==> src/rtl/rdc_seq_pkg.sv <==
// Shared types and constants for the A->B reset-domain-crossing sequencer.
// State values are fixed so the optional debug port (RDC_SEQ_DBG_EN) exposes a stable encoding.
package rdc_seq_pkg;

    localparam int unsigned STATE_W   = 3;
    localparam int unsigned DBG_CNT_W = 8;

    typedef enum logic [STATE_W-1:0] {
        ST_POR   = 3'd0,
        ST_REL_B = 3'd1,
        ST_REL_A = 3'd2,
        ST_RUN   = 3'd3,
        ST_ISO   = 3'd4,
        ST_RST_A = 3'd5
    } state_t;

    // Width needed to hold the larger of the two hold-off counts.
    function automatic int unsigned cnt_width(input int unsigned a, input int unsigned b);
        return $clog2(((a > b) ? a : b) + 1);
    endfunction

endpackage

==> src/rtl/rdc_seq_timer.sv <==
// Down-counter for the sequencer hold-off phases: load on state entry,
// count down to zero and stay there; zero flag is read by the FSM.
module rdc_seq_timer #(
    parameter int unsigned CNT_W = 3
) (
    input  logic             i_clk,
    input  logic             i_rst_n,
    input  logic             i_load,
    input  logic [CNT_W-1:0] i_load_val,
    output logic             o_zero
);

    logic [CNT_W-1:0] r_cnt;

    always_ff @(posedge i_clk or negedge i_rst_n) begin
        if (!i_rst_n) begin
            r_cnt <= '0;
        end else if (i_load) begin
            r_cnt <= i_load_val;
        end else if (r_cnt != '0) begin
            r_cnt <= r_cnt - 1'b1;
        end
    end

    assign o_zero = (r_cnt == '0);

endmodule

==> src/rtl/rdc_reset_sequencer.sv <==
// Orders reset release/assertion of launch domain A and capture domain B with a crossing clamp.
// Define RDC_SEQ_DBG_EN to add o_state and a saturating completed-sequence counter o_seq_cnt.
module rdc_reset_sequencer
    import rdc_seq_pkg::*;
#(
    parameter int unsigned ISO_CYCLES    = 2,
    parameter int unsigned SETTLE_CYCLES = 4
) (
    input  logic                 i_clk,
    input  logic                 i_rst_n,
    input  logic                 i_req_rst_a,
    input  logic                 i_req_rst_b,
    output logic                 o_rst_a_n,
    output logic                 o_rst_b_n,
    output logic                 o_iso_en,
    output logic                 o_ready
`ifdef RDC_SEQ_DBG_EN
    ,
    output logic [STATE_W-1:0]   o_state,
    output logic [DBG_CNT_W-1:0] o_seq_cnt
`endif
);

    localparam int unsigned      CNT_W       = cnt_width(ISO_CYCLES, SETTLE_CYCLES);
    localparam logic [CNT_W-1:0] ISO_LOAD    = CNT_W'(ISO_CYCLES - 1);
    localparam logic [CNT_W-1:0] SETTLE_LOAD = CNT_W'(SETTLE_CYCLES - 1);

    state_t           r_state;
    state_t           w_next;
    logic             w_load;
    logic [CNT_W-1:0] w_load_val;
    logic             w_cnt_zero;
    logic             r_rst_a_n;
    logic             r_rst_b_n;
    logic             r_iso_en;
    logic             r_ready;

    rdc_seq_timer #(
        .CNT_W (CNT_W)
    ) u_timer (
        .i_clk      (i_clk),
        .i_rst_n    (i_rst_n),
        .i_load     (w_load),
        .i_load_val (w_load_val),
        .o_zero     (w_cnt_zero)
    );

    always_ff @(posedge i_clk or negedge i_rst_n) begin
        if (!i_rst_n) begin
            r_state <= ST_POR;
        end else begin
            r_state <= w_next;
        end
    end

    // RST_A ignores the request on its entry edge, giving the one-cycle minimum hold.
    always_comb begin
        w_next     = r_state;
        w_load     = 1'b0;
        w_load_val = '0;
        case (r_state)
            ST_POR: begin
                w_next = ST_REL_B;
            end
            ST_REL_B: begin
                w_next     = ST_REL_A;
                w_load     = 1'b1;
                w_load_val = SETTLE_LOAD;
            end
            ST_REL_A: begin
                if (w_cnt_zero) begin
                    w_next = ST_RUN;
                end
            end
            ST_RUN: begin
                if (i_req_rst_a) begin
                    w_next     = ST_ISO;
                    w_load     = 1'b1;
                    w_load_val = ISO_LOAD;
                end
            end
            ST_ISO: begin
                if (w_cnt_zero) begin
                    w_next = ST_RST_A;
                end
            end
            ST_RST_A: begin
                if (!i_req_rst_a) begin
                    w_next     = ST_REL_A;
                    w_load     = 1'b1;
                    w_load_val = SETTLE_LOAD;
                end
            end
            default: begin
                w_next = ST_POR;
            end
        endcase
    end

    // Outputs are decoded from the next state so they change on the entry edge.
    always_ff @(posedge i_clk or negedge i_rst_n) begin
        if (!i_rst_n) begin
            r_rst_a_n <= 1'b0;
            r_rst_b_n <= 1'b0;
            r_iso_en  <= 1'b1;
            r_ready   <= 1'b0;
        end else begin
            r_rst_a_n <= (w_next == ST_REL_A) || (w_next == ST_RUN) || (w_next == ST_ISO);
            r_rst_b_n <= ~i_req_rst_b;
            r_iso_en  <= (w_next != ST_RUN);
            r_ready   <= (w_next == ST_RUN);
        end
    end

    assign o_rst_a_n = r_rst_a_n;
    assign o_rst_b_n = r_rst_b_n;
    assign o_iso_en  = r_iso_en;
    assign o_ready   = r_ready;

`ifdef RDC_SEQ_DBG_EN
    logic                 r_seq_pend;
    logic [DBG_CNT_W-1:0] r_seq_cnt;

    always_ff @(posedge i_clk or negedge i_rst_n) begin
        if (!i_rst_n) begin
            r_seq_pend <= 1'b0;
            r_seq_cnt  <= '0;
        end else if (w_next == ST_RST_A) begin
            r_seq_pend <= 1'b1;
        end else if ((r_state == ST_REL_A) && (w_next == ST_RUN)) begin
            r_seq_pend <= 1'b0;
            if (r_seq_pend && (r_seq_cnt != '1)) begin
                r_seq_cnt <= r_seq_cnt + 1'b1;
            end
        end
    end

    assign o_state   = r_state;
    assign o_seq_cnt = r_seq_cnt;
`endif

    a_clamp_covers_reset: assert property (@(posedge i_clk) disable iff (!i_rst_n)
        !r_rst_a_n |-> r_iso_en);
    a_clamp_before_reset: assert property (@(posedge i_clk) disable iff (!i_rst_n)
        $fell(r_rst_a_n) |-> $past(r_iso_en, ISO_CYCLES));
    a_clamp_after_release: assert property (@(posedge i_clk) disable iff (!i_rst_n)
        $fell(r_iso_en) |-> $past(r_rst_a_n, SETTLE_CYCLES));

endmodule

==> config.mk <==
export PLATFORM = sky130hd
export DESIGN_NAME = rdc_reset_sequencer
export DESIGN_NICKNAME = d
export VERILOG_FILES = /design/src/rtl/rdc_seq_pkg.sv /design/src/rtl/rdc_seq_timer.sv /design/src/rtl/rdc_reset_sequencer.sv
export SDC_FILE = /design/constraint.sdc
export NUM_CORES = 1
export LEC_CHECK = 0
export CAP_MARGIN = 20
export CORE_AREA = 3 3 40 42
export DETAILED_ROUTE_END_ITERATION = 10
export DIE_AREA = 0 0 43 45
export GPL_ROUTABILITY_DRIVEN = 0
export PLACE_DENSITY = 0.6
export SLEW_MARGIN = 40
export SYNTH_ARGS = -nofsm -noshare
export SYNTH_HDL_FRONTEND = slang
export SYNTH_SLANG_ARGS = --single-unit
==> constraint.sdc <==
create_clock -name i_clk -period 2.1 [get_ports i_clk]
set_input_delay 0.42 -clock i_clk [delete_from_list [all_inputs] [get_ports i_clk]]
set_output_delay 0.42 -clock i_clk [all_outputs]
set_load 0.03 [all_outputs]
==> summary.txt <==
Die area - 1940 um^2
Fillers - 133
Fmax achieved - 535 MHz
I/O Pins - 8
Mapped Cells - 47
Max-slew violation count - 0
Register clock-pin slew on the reported worst setup and hold paths - 70 ps
Cell Area, Synth - 473 um^2
Pre-antenna DRT Iters - 4
WL per Instance - 11.4 um
Routed WL - 833 um
Vias/cell - 4.78
DRC - 0
RSZ-0062 raised after global routing - false
Die span in y - 45 um
# Post-CTS Setup Buffers - 0
Layout cells sized above 1 - 13.8%
Iter 0 DRT Violations - 8
Maximum vdd drop - 0.855 mV
Most frequent cells in the layout - dfrtp_1, inv_1, clkdlybuf4s50_1, a21oi_1, nand2_1
Clock tree buffer depth - 2
Least-Margin Pin Slew - 441 ps
Total clock sinks - 10
Final period utilization - 89.0%
Power per cell area - 1630 nW/um^2
DPL Wire Length - 650 um
Most common cell after layout, fill and taps aside - dfrtp_1
Leakage - 0.283 nW
First-pass GRT wire length - 1.56 mm
Setup WS post-layout - 232 ps
Initial antenna violation count - 0
Crit path cell chain - clkdlybuf4s50_1
Arrival @ worst endpoint - 1450 ps
Place WS - 502 ps
Mapped Nets - 53
Gr usage total - 11.7%
Final hold slack - 462 ps
Clock root buffer - clkbuf_4
Setup violators final - 0
CP required - 1680 ps
Post-CTS sizing - 0
Placed Cells - 69
H-tree depth - 1
Initial core utilization - 36.8%
Area added between synthesis and finish - 26.5%
CP startpoint kind - register
Number of synthesized register bits - 10
Max-Cap Viols - 0
CTS tree - built
Time the worst path needs with I/O delays and setup - 1870 ps
Largest net degree at the start of global routing - 11
Rows - 13
Worst-Skew Late Latency - 260 ps
PnR Total Power - 0.972 mW
Grt ovf - 0
Endpoint class of the critical path - primary output
Total CTS buffers - 3
Relative slew margins - 70.5%
Post-CTS Hold Buffers - 0
Layout Nets - 65
Port bufs - 7
DRT antenna net count - 0
Antenna diodes - 0
Synth Area per Inst - 10.1 um^2
Status - finished, final reports clean
Vias post-DR - 349
Die W - 43 um
CORE AREA - 1280 um^2
Synth cell types - 20
Seq/Total Area, Yosys - 53.2%
Syn. warnings - 0
Worst path top cell family by delay - buffers and inverters
Setup TNS - 0 ps
CP bufs+invs - 1
Hold Crit Class - in2async
Final hold vios - 0
Clk_skew - 2.09 ps
CP peak stage delay - 660 ps
Number of global-route vias before repair - 339
Critical path class - reg2out
Crit Path Max Fanout - 1
Post-Layout Cell Count - 73
Crit-path slowest cell - clkdlybuf4s50_1
metal layers:
| layer | part of all wire (%) | GRT usage (%) | vias to the layer above |
|---|---|---|---|
| li1 | - | - | 179 |
| met1 | 44 | 13.5 | 159 |
| met2 | 51 | 18.3 | 7 |
| met3 | 2.8 | 3.59 | 4 |
| met4 | 2.2 | 9.04 | 0 |
| met5 | 0 | 0 | - |
final cells by class:
| type | instances | area, um^2 | area share (%) |
|---|---|---|---|
| tap | 15 | 18.8 | 3.14 |
| sequential | 10 | 251 | 42.1 |
| multi-input combinational | 30 | 195 | 32.6 |
| timing repair buffer | 7 | 70.1 | 11.7 |
| inverter | 7 | 26.3 | 4.39 |
| clock buffer | 4 | 36.3 | 6.07 |
registers in the layout, indices dropped and copies added, names as in the netlist:
register       flops
r_state            3
o_ready            1
o_iso_en           1
o_rst_b_n          1
o_rst_a_n          1
u_timer.r_cnt      3
cell families after synthesis:
group,Yosys count,share of synthesized area [%]
AND/OR/NAND/NOR,13,14.6
adder cells (fa/ha/maj),2,5.29
buffers and inverters,7,5.56
XOR/XNOR,1,1.85
AO/OA/AOI/OAI,14,19.6
flip-flops,10,53.2
cells in the mapped netlist:
master,instances,area (um^2)
inv_1,7,26.3
nor2_1,3,11.3
nor2b_1,1,6.26
o22ai_1,1,6.26
xnor2_1,1,8.76
dfrtp_1,9,225
and2_4,1,8.76
a2bb2oi_1,1,8.76
nand2_1,4,15.0
o22a_1,1,8.76
nor3b_1,1,7.51
o21ai_0,3,15.0
dfstp_2,1,26.3
a21o_1,1,7.51
and2b_1,1,7.51
nand2b_1,2,12.5
a21oi_2,1,8.76
ha_1,2,25.0
a211oi_2,1,12.5
a21oi_1,5,25.0
power breakdown:
part           switching, mW  internal [mW]
clock                 0.0665          0.105
combinational          0.238          0.207
sequential            0.0756          0.279
final timing paths:
path | start | endpoint | slack [ps] | cells past startpoint
max in group asynchronous | i_rst_n | o_iso_en | 1300 | 1
hold reg to reg | u_timer.r_cnt[2] | u_timer.r_cnt[2] | 560 | 2
setup / recovery | o_iso_en | o_iso_en | 230 | 1
min in group i_clk | u_timer.r_cnt[2] | u_timer.r_cnt[2] | 560 | 2
setup reg to reg | u_timer.r_cnt[0] | u_timer.r_cnt[1] | 600 | 6
hold / removal | i_rst_n | r_state[2] | 460 | 1
per-stage QoR:
stage | utilization (%) | cell area (um^2)
floorplan | - | 473
global placement | 43.7 | 562
detailed placement | 43.7 | 562
CTS | 46.5 | 598
global route | 46.5 | 598
finish | 46.5 | 598
(Power assumes the default switching activity.)
